File: config.mk
export PLATFORM = sky130hd
export DESIGN_NAME = axistream_snooper
export DESIGN_NICKNAME = d
export VERILOG_FILES = /design/src/rtl/axistream_snooper.sv
export SDC_FILE = /design/constraint.sdc
export NUM_CORES = 1
export LEC_CHECK = 0
export BUFFER_PORTS_ARGS = -buffer_cell sky130_fd_sc_hd__clkbuf_2
export CAP_MARGIN = 20
export CORE_ASPECT_RATIO = 0.75
export CORE_UTILIZATION = 30
export CTS_BUF_LIST = sky130_fd_sc_hd__clkbuf_4 sky130_fd_sc_hd__clkbuf_8 sky130_fd_sc_hd__clkbuf_16
export DETAILED_ROUTE_END_ITERATION = 6
export PLACE_DENSITY = 0.51
export SETUP_SLACK_MARGIN = 0.1
export SLEW_MARGIN = 20
export SYNTH_ARGS = -nofsm -noshare
export SYNTH_HDL_FRONTEND = slang
export SYNTH_SLANG_ARGS = --single-unit
File: constraint.sdc
create_clock -name clk -period 2.15 [get_ports clk]
set_clock_uncertainty 0.2 [all_clocks]
set_input_delay 0.1075 -clock clk [delete_from_list [all_inputs] [get_ports clk]]
set_output_delay 0.1075 -clock clk [all_outputs]
set_load 0.01 [all_outputs]
File: src/rtl/axistream_snooper.sv
// Passive AXI-Stream tap that copies whole packets into a packet buffer write port.
// Packets that cannot be taken are counted as drops; packets that overflow the buffer are counted as truncated.
module axistream_snooper #(
    parameter int SNOOP_FWD_ADDR_WIDTH = 9,
    parameter int DATA_WIDTH           = 64,
    parameter int CNT_WIDTH            = 16
) (
    input  logic                            clk,
    input  logic                            rst,
    input  logic [DATA_WIDTH-1:0]           tap_tdata,
    input  logic                            tap_tvalid,
    input  logic                            tap_tready,
    input  logic                            tap_tlast,
    input  logic                            ready_for_snooper,
    output logic [SNOOP_FWD_ADDR_WIDTH-1:0] snooper_wr_addr,
    output logic [DATA_WIDTH-1:0]           snooper_wr_data,
    output logic                            snooper_wr_en,
    output logic                            snooper_done,
    output logic [CNT_WIDTH-1:0]            drop_count,
    output logic [CNT_WIDTH-1:0]            trunc_count
);

    localparam int AW = SNOOP_FWD_ADDR_WIDTH;

    typedef enum logic [1:0] {IDLE, CAPTURE, DROP, DONE} state_t;

    state_t                state, state_nxt;
    logic [AW-1:0]         wr_ptr, wr_ptr_nxt;
    logic                  full, full_nxt;
    logic                  trunc, trunc_nxt;
    logic [AW-1:0]         addr_nxt;
    logic [DATA_WIDTH-1:0] data_nxt;
    logic                  we_nxt, done_nxt;
    logic                  drop_inc, trunc_inc;
    logic                  beat;

    assign beat = tap_tvalid & tap_tready;

    always_comb begin
        state_nxt  = state;
        wr_ptr_nxt = wr_ptr;
        full_nxt   = full;
        trunc_nxt  = trunc;
        addr_nxt   = snooper_wr_addr;
        data_nxt   = snooper_wr_data;
        we_nxt     = 1'b0;
        done_nxt   = 1'b0;
        drop_inc   = 1'b0;
        trunc_inc  = 1'b0;
        case (state)
            IDLE: begin
                if (beat) begin
                    if (ready_for_snooper) begin
                        we_nxt     = 1'b1;
                        addr_nxt   = '0;
                        data_nxt   = tap_tdata;
                        wr_ptr_nxt = AW'(1);
                        full_nxt   = 1'b0;
                        trunc_nxt  = 1'b0;
                        state_nxt  = tap_tlast ? DONE : CAPTURE;
                    end else begin
                        drop_inc  = 1'b1;
                        state_nxt = tap_tlast ? IDLE : DROP;
                    end
                end
            end
            CAPTURE: begin
                if (beat) begin
                    // full latches once the top word is written; later beats only mark truncation
                    if (!full) begin
                        we_nxt     = 1'b1;
                        addr_nxt   = wr_ptr;
                        data_nxt   = tap_tdata;
                        wr_ptr_nxt = wr_ptr + AW'(1);
                        full_nxt   = &wr_ptr;
                    end else begin
                        trunc_nxt = 1'b1;
                    end
                    if (tap_tlast) state_nxt = DONE;
                end
            end
            DROP: begin
                if (beat && tap_tlast) state_nxt = IDLE;
            end
            DONE: begin
                done_nxt  = 1'b1;
                trunc_inc = trunc;
                state_nxt = IDLE;
                // a first beat landing here cannot be captured in time
                if (beat) begin
                    drop_inc  = 1'b1;
                    state_nxt = tap_tlast ? IDLE : DROP;
                end
            end
            default: state_nxt = IDLE;
        endcase
    end

    always_ff @(posedge clk or negedge rst) begin
        if (!rst) begin
            state           <= IDLE;
            wr_ptr          <= '0;
            full            <= 1'b0;
            trunc           <= 1'b0;
            snooper_wr_addr <= '0;
            snooper_wr_data <= '0;
            snooper_wr_en   <= 1'b0;
            snooper_done    <= 1'b0;
            drop_count      <= '0;
            trunc_count     <= '0;
        end else begin
            state           <= state_nxt;
            wr_ptr          <= wr_ptr_nxt;
            full            <= full_nxt;
            trunc           <= trunc_nxt;
            snooper_wr_addr <= addr_nxt;
            snooper_wr_data <= data_nxt;
            snooper_wr_en   <= we_nxt;
            snooper_done    <= done_nxt;
            if (drop_inc && !(&drop_count))   drop_count  <= drop_count + 1'b1;
            if (trunc_inc && !(&trunc_count)) trunc_count <= trunc_count + 1'b1;
        end
    end

endmodule
==> results of run 1 <==
[layer usage]
layer	GRT usage (%)	vias up	routed length (µm)
met4	6.20	0	133
met1	20.9	2281	7100
li1	-	2374	-
met5	0	-	0
met3	4.53	9	585
met2	24.7	134	6710
[path summary, 6_finish.rpt]
kind,from,endpoint,cells after the start
max,state[0]$_DFFE_PN0P_,drop_count[1]$_DFFE_PN0P_,6
min,tap_tdata[46],snooper_wr_data[46]$_DFFE_PN0P_,4
max reg2reg,state[0]$_DFFE_PN0P_,drop_count[1]$_DFFE_PN0P_,6
min reg2reg,snooper_wr_addr[3]$_DFFE_PN0P_,snooper_wr_addr[3]$_DFFE_PN0P_,2
max in group asynchronous,rst,drop_count[11]$_DFFE_PN0P_,4
min in group asynchronous,rst,drop_count[10]$_DFFE_PN0P_,3
[final cells by class]
class	instances	share of cell area, %
clock inverter	11	1.53
tap	215	3.29
clock buffer	19	5.54
timing repair buffer	280	24.3
inverter	9	0.413
multi-input combinational	398	28.2
sequential	120	36.7
[cells in the final DEF, fill, tap and decap left out, drive strengths merged, types with 2 or more instances in the layout]
master       Yosys  routed
a21oi            7       7
and3             8       8
and4             2       2
buf             11      29
bufinv           0       2
clkbuf          10     198
clkinv           0       3
clkinvlp         0       5
dfrtp          120     120
dlygate4sd3      0      72
ha              10      10
inv              9      10
mux2             4       4
mux2i            2       2
nand2          230     230
nand2b           2       2
nand3           23      23
nand3b           2       2
nand4           14      14
nor2             9       9
nor3            14      14
nor3b            4       4
nor4             9       9
o2111ai          2       2
o21a             2       2
o21ai            6       6
o311ai           2       2
or2              5       5
or4              2       2
xnor2            5       5
xor2            22      22
[tightest hold or removal path, cell delays in order]
cell and delay, ps:
dlygate4sd3_1 520, clkbuf_2 90, nand2_1 40, nand2_1 40
[power breakdown]
part,total [µW],leakage [µW],switching (µW),internal (µW)
clock network,2780,0.000269,1030,1750
logic,4260,0.00251,2390,1870
registers,3480,0.00156,476,3000
total,10500,0.00434,3900,6630
[kinds of logic after synthesis]
logic type                 synth area share, %
AOI/OAI and AO/OA                         2.95
xor gates and xnor gates                  4.54
adders and majority gates                 2.40
buffers and inverters                     2.28
DFF                                       57.6
muxes                                     1.32
and+or+nand+nor                           28.9
[flip-flops by register name, summed over array words and instances (netlist names)]
signal	count
drop_count	16
snooper_wr_data	64
full	1
trunc	1
wr_ptr	9
trunc_count	16
state	2
snooper_wr_en	1
snooper_wr_addr	9
snooper_done	1
[per-stage QoR]
stage,TNS [ps],cells,total power (µW),hold slack (ps),setup slack [ps]
after floorplan,0,548,5500,-388,100
after global placement,0,940,6940,-104,48.1
after detailed placement,-942,940,7040,-98.5,-75.3
after CTS,0,1043,10000,197,15.6
after global routing,0,1052,11300,215,44.4
final,0,1052,10500,221,126
[timing repair]
action                                 CTS  global route
resized for setup                        4            46
pin swaps                                1            11
endpoints found under the hold margin  188             0
buffers inserted                         1             3
gates cloned                             0             6
setup endpoints to repair               89           105
hold buffers                            72             0
==> results.txt, run 1 <==
* IO Count: about 180
* Post-synthesis cell count: between 500 and 600
- Synthesis inferred 120 register bits.
- For this run the aggregate overflow at the end of global routing stands at 0.
- Core utilization of the finished layout: between 40% and 50%
- For this run, asynchronously set or reset flops after synthesis account for 100%.
- In the routed design, unresolved DRC markers number 0.
- Fmax: between 0.4 and 0.5 GHz
- The first global-routing pass estimated around 22 mm of wire.
- The first routing iteration left 284 violations.
- The kind of cell with the highest combined delay along the critical path is flip-flops.
- Die width: around 150 µm
- Gpl congestion: roughly 0.8
* Synthesized area per cell: ~9.5 µm²
- Req. time, crit path: 2250 ps
* Leakage power summed over all cells: 0.00434 µW
* Cell types with the highest counts after synthesis: nand2_1 (230), dfrtp_1 (120), nand3_1 (23)
- Starting utilization of the core area: between 30% and 40%
- Vias in the first global route: between 4000 and 5000
* Largest area contributor in the netlist: dfrtp_1
* Unrepaired setup endpoints after global routing: true
- Largest stage delay on the critical path: approximately 460 ps
- Number of failing setup endpoints in the final timing report: 0
- After the last flow step, the layout net total stands at ~910.
* Number of filler instances in the final layout: ~1500
- Buffers placed on the I/O ports in this run total about 180.
- The number of antenna diodes in the final layout is 0.
- STA classifies the critical path endpoint as a flop.
- Max-Slew Margin vs Limit: between 50% and 60%
* Drt via density: approximately 4.6
* Portion of the post-synthesis area used by sequential elements: between 50% and 60%
* Total count of max-transition violations in the final report: 0
* Max_cap viols: 0
* Std-Cell Core Area: between 15000 and 20000 µm²
- Run status: finished clean
- Post-detailed-route count of antenna-violating nets: 0
* Critical setup path kind: flop to flop
- Registers take 3010 µm².
* Root cell of the clock tree: clkbuf_16
- Clock transition at path regs: 60 ps
- At the pin with the least slew margin, the transition time is a little over 700 ps.
* Overall track demand over capacity in global routing: 15.8%
- The number of failing hold endpoints at the final stage is 0.
* Most used DFF post-synth: dfrtp_1
- Top area cells in the synthesized netlist: dfrtp_1 (58%), nand2_1 (17%), xor2_1 (3.7%), ha_1 (2.4%), nand3_1 (2.2%)
- Across the VDD grid, the largest voltage drop is 600 µV.
- Clock tree from TritonCTS: done
- Minimum clock period: between 2000 and 2500 ps
- TritonCTS Buffers: 17
- Total via count after detailed routing: between 4000 and 5000
- Power density cells: 1290 nW/µm²
* Distinct cells, synth: just under 50
* Share of the synthesized area in the top cell type: between 50 and 60%
* Worst skew pair latency: 410 ps
- Highest-delay cell along the critical path: dfrtp_2
* Full die area: 17900 µm²
- The synthesized netlist occupies a cell area of around 5200 µm².
* Synth-to-layout area growth: 57.0%
- Final routed wirelength across all metal layers: approximately 15 mm
* Antenna violations before repair: 0
- In the final routed layout, each cell accounts on average for 13.8 µm.
- Post-synth net total: 628
* CTS HTree Levels: 4
* Buffers and inverters on the worst path: 1
* Top-count cell post-synth: nand2_1
- Row Count: between 40 and 50
- Die boundary height: 116 µm
- Series of cell instances along the critical path: inv_2 > ha_4 > and3b_2 > o21ai_4 > nor2_2 > mux2_2
- In this run the cell area measured after placement is between 6000 and 7000 µm².
- Of all nets on the critical path, the largest fanout is 8.
* Final design instance area without fill: slightly above 8000 µm²
- STA classifies the critical path startpoint as a flop.
* Area of the multi-input gates: around 2300 µm²
- For this run, the detailed router's first-pass iteration total came to 4.
- Counting flops with a built-in enable in the synthesized netlist gives 0.
* Class of the most critical hold timing path: input port to flop
- Detail Placement HPWL: roughly 9 mm
- Crit path DAT: 2120 ps
* Number of buffers on the longest clock path: 2
- Num Clock Sinks: 120
- Share of final-layout standard cells stronger than drive strength 1: ~34%
- Maximum number of pins on one net before global-route repair: 52
* Reg2reg setup slack: about 130 ps
* Share of the cycle needed by the critical path after routing: 94.1%
- For this run, the number of Yosys warnings is 0.
Power figures use the tool's default switching activity.
==> run 2: changes to the inputs <==
--- a/config.mk
+++ b/config.mk
@@ -8,10 +8,10 @@
 export BUFFER_PORTS_ARGS = -buffer_cell sky130_fd_sc_hd__clkbuf_2
 export CAP_MARGIN = 20
 export CORE_ASPECT_RATIO = 0.75
-export CORE_UTILIZATION = 30
+export CORE_UTILIZATION = 45
 export CTS_BUF_LIST = sky130_fd_sc_hd__clkbuf_4 sky130_fd_sc_hd__clkbuf_8 sky130_fd_sc_hd__clkbuf_16
 export DETAILED_ROUTE_END_ITERATION = 6
-export PLACE_DENSITY = 0.51
+export PLACE_DENSITY = 0.75
 export SETUP_SLACK_MARGIN = 0.1
 export SLEW_MARGIN = 20
 export SYNTH_ARGS = -nofsm -noshare
==> run 2 against run 1 <==
Net effect:
- global-route usage grew 8.2 points
- core utilization grew 24 points
- design area shrank 1.7%
- critical path depth is the same
- critical path type unchanged
- critical endpoint unchanged
- highest routed layer unchanged
==> results.txt, run 2 (synthesized netlist as in run 1, its figures left out) <==
- Class of the most critical hold timing path: input port to asynchronous set/reset pin
- Run status: finished clean
- Internal power comes to ~6500 µW.
- Die width: approximately 130 µm
* Critical Path Stages: 6
* Number of detailed-routing iterations run before antenna repair: 5
- Share of total power in combinational logic: a little over 40%
- The floorplan step defined a die boundary enclosing approximately 12000 µm².
- Global routing used 31.0% of the available met1 tracks.
- The top cell types in the final layout, fill and taps aside, are nand2_1 (230), clkbuf_2 (175), dfrtp_1 (117).
- In the finished design, the share of the clock period the worst path needs comes to about 93%.
- The floorplan step set the die height to 95.2 µm.
- Crit path DAT: 2100 ps
- Relative to the synthesized area, the layout overhead comes to 54.3%.
- Std-Cell Core Area: between 10000 and 15000 µm²
- Number of buffers on the longest clock path: 2
- Number of failing setup endpoints in the final timing report: 0
- Across the whole layout, storage elements account for 3010 µm².
- Register bank with the most flops: snooper_wr_data
* Highest-delay cell along the critical path: dfrtp_2
- In this run the static leakage power is around 0.0043 µW.
* Minimum clock period: between 2000 and 2500 ps
* Share of final-layout standard cells stronger than drive strength 1: 34.1%
- Based on the critical path, the design can be clocked at up to about 0.50 GHz.
- Worst-case setup margin in the final layout: around 140 ps
- Maximum number of pins on one net before global-route repair: between 50 and 60
- The register with the most flip-flops in the layout has 64 of them.
- Congestion Overflow GR: 0
* Antenna violations before repair: 0
- # nets final: between 900 and 1000
- Max-Slew Margin vs Limit: a little under two thirds
- Summing over every cut layer, the via total after detailed routing is between 5000 and 6000.
- Max-cap violations in this run came to 0.
- Clock tree from TritonCTS: done
- Buffers and inverters on the worst path: 1
- Root cell of the clock tree: clkbuf_16
- After filler insertion, the fill cell instance count of the layout stands at approximately 740.
- Registers are responsible for roughly a third of the overall power.
- Row Count: 33
- For the worst-skew pair, the clock arrives at the later sink with an insertion delay of 410 ps.
- The initial utilization of the core area, before any placement, comes to a little under half.
- For this run, the slowest stage of the critical path takes around 470 ps.
- Length in cells of the worst reg-to-reg path: 6
- Gpl congestion: ~0.83
- Counting every sink on the clock net gives 120.
* Layer with the highest usage after global routing: met2
* Critical path launch point type: flop
- Category of cells accounting for the largest share of critical-path delay: flip-flops
* CP max FO: 7
* Series of cell instances along the critical path: inv_4 > ha_4 > and3b_2 > o21ai_4 > nor2_2 > mux2_2
* Endpoints failing hold: 0
* Switching power as a share of total power: 37.8%
* Drt drc: 0
* Final design instance area without fill: about 8000 µm²
* Most frequent standard cell in the layout excluding fill and tap cells: nand2_1
- TritonCTS Buffers: 17
- In this run the cell area measured after placement is between 6000 and 7000 µm².
- Number of buffer cells added on primary ports: 176
- The via count of the first global-routing pass is roughly 4700.
* Detail Placement HPWL: about 8.7 mm
* Area of the multi-input gates: ~2300 µm²
- Pre-CTS WS: -13.2 ps
- The repair_antennas step left the layout with diodes totalling 0.
- Req. time, crit path: ~2300 ps
- Worst voltage drop across the vdd grid: 718 µV
* Wire length of the first global-routing pass: around 22 mm
- Net Switching: around 4000 µW
- IO Count: between 150 and 200
- Global routing met2 resource utilization: 38.7%
* Final routed wirelength across all metal layers: around 15 mm
* Critical setup path kind: flop to flop
* Starting DRC count in detailed routing: 228
- Leading registers by flop count: snooper_wr_data x64, drop_count x16, trunc_count x16
- For the pin with the worst max-slew slack, the measured transition is roughly 540 ps.
- CTS HTree Levels: 4
- Routed length per placed instance: roughly 15 µm
- Unrepaired setup endpoints after global routing: true
- In this run the power density over the cells is around 1300 nW/µm².
* Met3 demand-to-capacity share in global routing: 5.33%
- Drt via density: a little over 5
- In this run the remaining antenna-violating nets after routing total 0.
* Relative contribution of the clock network to total power: about a quarter
- Element type at the critical path end: flop
- The number of max-slew violations in the final report is 0.
* Overall track demand over capacity in global routing: approximately 24%
- After clock tree synthesis, the clock-pin slew on the worst setup and hold paths is approximately 50 ps.
==> run 2: worst register-to-register path, delay by kind of cell (launching register included) <==
| kind | cells | cell delay [ps] |
|---|---|---|
| AOI/OAI and AO/OA | 1 | 120 |
| adders and majority gates | 1 | 200 |
| buffers and inverters | 1 | 120 |
| DFF | 1 | 470 |
| muxes | 1 | 350 |
| and+or+nand+nor | 2 | 440 |
==> run 2: stage by stage <==
stage,hold WS [ps],setup TNS (ps),instances,utilization [%],total power (µW)
after floorplan,-388,0,548,-,5500
after detailed placement,-65.2,-15.7,861,57.4,6940
after global placement,-77.6,0,861,57.4,6740
after CTS,40.9,0,965,69.3,9810
after global routing,99.4,0,976,72.4,11100
final,61.8,0,976,72.4,10400
==> run 2: per-layer routing <==
layer	vias to the layer above	wire length [µm]	part of all wire (%)
li1	2363	-	-
met1	2432	6430	43
met2	188	7470	49
met3	40	777	5.1
met4	0	420	2.8
met5	-	0	0
==> run 2: power groups by stage <==
stage | sequential (µW) | clock (µW) | combinational (µW)
floorplan | 3720 | 0 | 1780
global placement | 3430 | 0 | 3320
detailed placement | 3470 | 0 | 3460
CTS | 3450 | 2720 | 3650
global route | 3590 | 2820 | 4720
finish | 3510 | 2660 | 4280
==> run 2: final cells by class <==
class                           instances  share of cell area (%)
Tap cell                              140                    2.18
Clock inverter                          8                   0.903
Timing Repair Buffer                  278                    24.5
Inverter                                9                   0.482
Sequential cell                       120                    37.4
Multi-Input combinational cell        398                    28.5
Clock buffer                           23                    6.08
==> run 2: what timing repair did <==
item / in CTS / in global routing
cloned: 0 / 5
hold buffers: 71 / 0
pin swaps: 2 / 3
setup buffers: 2 / 6
resized for setup: 9 / 38
setup endpoints to repair: 87 / 103
hold endpoints to repair: 187 / 0
==> run 2: path summary, 6_finish.rpt <==
path	from	end	slack, ps
worst min-delay path	rst	drop_count[6]$_DFFE_PN0P_	60
max in group asynchronous	rst	snooper_wr_data[51]$_DFFE_PN0P_	1070
worst max-delay path	state[0]$_DFFE_PN0P_	drop_count[1]$_DFFE_PN0P_	140
worst min register to register	snooper_wr_addr[6]$_DFFE_PN0P_	snooper_wr_addr[6]$_DFFE_PN0P_	270
worst max register to register	state[0]$_DFFE_PN0P_	drop_count[1]$_DFFE_PN0P_	140
min in group clk	tap_tdata[43]	snooper_wr_data[43]$_DFFE_PN0P_	230
==> run 3: changes to the inputs <==
--- a/config.mk
+++ b/config.mk
@@ -8,10 +8,12 @@
 export BUFFER_PORTS_ARGS = -buffer_cell sky130_fd_sc_hd__clkbuf_2
 export CAP_MARGIN = 20
 export CORE_ASPECT_RATIO = 0.75
-export CORE_UTILIZATION = 45
+export CORE_UTILIZATION = 35
 export CTS_BUF_LIST = sky130_fd_sc_hd__clkbuf_4 sky130_fd_sc_hd__clkbuf_8 sky130_fd_sc_hd__clkbuf_16
+export CTS_CLUSTER_DIAMETER = 80
 export DETAILED_ROUTE_END_ITERATION = 6
-export PLACE_DENSITY = 0.75
+export PLACE_DENSITY = 0.6
+export REMOVE_ABC_BUFFERS = 1
 export SETUP_SLACK_MARGIN = 0.1
 export SLEW_MARGIN = 20
 export SYNTH_ARGS = -nofsm -noshare
==> run 3 against run 2 <==
Net effect:
- via count fell by 4.0%
- global-route usage fell by 5.8 points
- routed wire length fell by 6.5%
- total power barely moved
- hold slack improved by 56 ps
- cell count rose by 6.4%
- fmax rose by 0.66%
- flip-flop and latch count did not move
- critical path type unchanged
- critical endpoint is now trunc_count[9]$_DFFE_PN0P_
==> results.txt, run 3 (synthesized netlist as in run 1, its figures left out) <==
- Run status: finished clean
* Critical setup path kind: flop to flop
- Drt via density: 4.64
* Gpl congestion: a little under 0.8
* Fmax: roughly 0.50 GHz
- Max_cap viols: 0
- Number of buffer cells added on primary ports: ~180
- Series of cell instances along the critical path: buf_4 > ha_4 > nand2_1 > or4_4 > nor3b_2 > xor2_1
- Number of buffers on the longest clock path: 2
- The number of antenna violations at the first check in global routing came to 0.
- Number of detailed-routing iterations run before antenna repair: 4
* Relative contribution of the clock network to total power: between 20% and 30%
- Combinational cells account for about two fifths of the total power.
- Full die area: about 15000 µm²
- Total count of max-transition violations in the final report: 0
* Drt drc: 0
- Worst skew pair latency: 410 ps
- Highest-delay cell along the critical path: or4_4
* WL met1: 6.72 mm
* Endpoints failing hold: 0
- Row Count: 38
* Class of the most critical hold timing path: input port to asynchronous set/reset pin
- Amount of wire on met2 after detailed routing: 6.50 mm
* Die boundary height: approximately 110 µm
- Element type at the critical path end: flop
- Final routed wirelength across all metal layers: around 14 mm
* Root cell of the clock tree: clkbuf_16
- The core region is approximately 15000 µm².
- Detailed routing inserted a total of 4820 vias.
- The analysis attributes to cell leakage a power of 0.00435 µW.
- Once detail routing completed, the nets flagged for antenna violations numbered 0.
* Register bank with the most flops: snooper_wr_data
- IR analysis of the VDD net gives a maximum drop of between 600 and 700 µV.
* Overall track demand over capacity in global routing: 18.2%
* CTS HTree Levels: 4
* Commonest non-fill, non-tap cells in the layout: nand2_1 (220), clkbuf_2 (175), dfrtp_1 (119)
* Share of final-layout standard cells stronger than drive strength 1: around 35%
- Grouping stages by cell kind, the critical path spends the most delay in simple AND/OR/NAND/NOR gates.
- Maximum number of pins on one net before global-route repair: 121
* Detailed-routed wire length on met3: 773 µm
- Routed length per placed instance: roughly 14 µm
- In this run the worst path has a maximum fanout of 5.
* Proportion of power drawn by flip-flops and latches: between 30% and 40%
- The routed design could run at a clock period as short as about 2000 ps.
* Design internal power: 6570 µW
* Unrepaired setup endpoints after global routing: true
- In this run, CTS created clock tree buffers numbering 17.
* Vias in the first global route: about 4700
- Highest metal layer with signal wires: met4
* Leading registers by flop count: snooper_wr_data x64, drop_count x16, trunc_count x16
* Congestion Overflow GR: 0
- Area of the multi-input gates: ~2400 µm²
* Crit path DAT: around 2100 ps
* Largest stage delay on the critical path: 540 ps
* Power density cells: ~1300 nW/µm²
- Net Switching: a little under 4000 µW
- Starting DRC count in detailed routing: between 300 and 400
- Clock transition at path regs: approximately 50 ps
- Number of failing setup endpoints in the final timing report: 0
* Req. time, crit path: between 2000 and 2500 ps
- Buffers and inverters on the worst path: 1
- Number of filler instances in the final layout: around 1300
* Max-Slew Margin vs Limit: a little under three fifths
- Area of all sequential standard cells: 3000 µm²
* Starting utilization of the core area: 35.9%
- The wire-length estimate of the detail-placed layout is a little under 9 mm.
- Reg2reg setup slack: roughly 160 ps
- Antenna Cells: 0
- Clock tree from TritonCTS: done
- The net count of the finished layout is between 900 and 1000.
* IO Count: 177
* Switching power as a share of total power: roughly 37%
- Die width: 143 µm
* Critical path launch point type: flop
- Relative to the synthesized area, the layout overhead comes to 57.1%.
- Worst Max-Slew Pin Slew: approximately 660 ps
- Cells fill a little under three fifths of the core in the end.
* Wire length of the first global-routing pass: roughly 22 mm
- Share of the cycle needed by the critical path after routing: approximately 93%
* Post-Route Hold Slack: 118 ps
* Num Clock Sinks: 120
- The library cell used most frequently in the layout, excluding fill and tap cells, is nand2_1.
* Largest register FFs: 64
run 3: final timing paths:
path                       cells past startpoint                               to                       startpoint
setup / recovery                               6       trunc_count[9]$_DFFE_PN0P_             state[1]$_DFFE_PN0P_
hold / removal                                 3   snooper_wr_data[4]$_DFFE_PN0P_                              rst
setup reg to reg                               6       trunc_count[9]$_DFFE_PN0P_             state[1]$_DFFE_PN0P_
hold reg to reg                                2  snooper_wr_data[53]$_DFFE_PN0P_  snooper_wr_data[53]$_DFFE_PN0P_
max in group asynchronous                      3  snooper_wr_data[47]$_DFFE_PN0P_                              rst
min in group clk                               4  snooper_wr_data[57]$_DFFE_PN0P_                    tap_tdata[57]
run 3: worst min-delay path, cell delays in order:
cell           delay, ps
dlygate4sd3_1        530
buf_4                110
buf_12               450
run 3: final cells by class:
class / instances / area share, %
inverters: 9 / 0.443
well taps: 200 / 3.06
clock buffers: 26 / 6.48
multi-input cells: 398 / 28.9
repair buffers: 279 / 24.0
clock inverters: 6 / 0.474
flip-flops and latches: 120 / 36.7
run 3: what timing repair did:
item                       4_1_cts  5_1_grt
hold buffers                    70        0
cloned                           0        6
gates resized for setup          6       59
setup endpoints to repair       79      104
buffers inserted                 4        6
hold endpoints to repair       187        0
pin swaps                        1        8
run 3: layer usage:
layer	vias to the layer above	GRT usage, %
met3	12	6.58
met5	-	0
met1	2301	23.6
met4	0	5.30
met2	137	28.5
li1	2370	-
run 3: stage by stage:
stage	cells	area, µm²	setup TNS [ps]	total power [µW]	setup slack [ps]
5_1_grt	1038	8180	0	11200	37.8
2_1_floorplan	527	5120	-114090	5260	-1990
4_1_cts	1027	7760	0	9920	84.4
3_5_place_dp	921	6430	-2250	6960	-64.5
6_report	1038	8180	0	10500	157
3_3_place_gp	921	6430	-466	6810	-16.7
run 3: power by group through the flow:
stage               Clock, µW  Combinational, µW  Sequential (µW)
floorplan                   0               1580             3680
global placement            0               3380             3430
detailed placement          0               3500             3460
CTS                      2750               3730             3440
global route             2860               4830             3550
finish                   2680               4310             3460
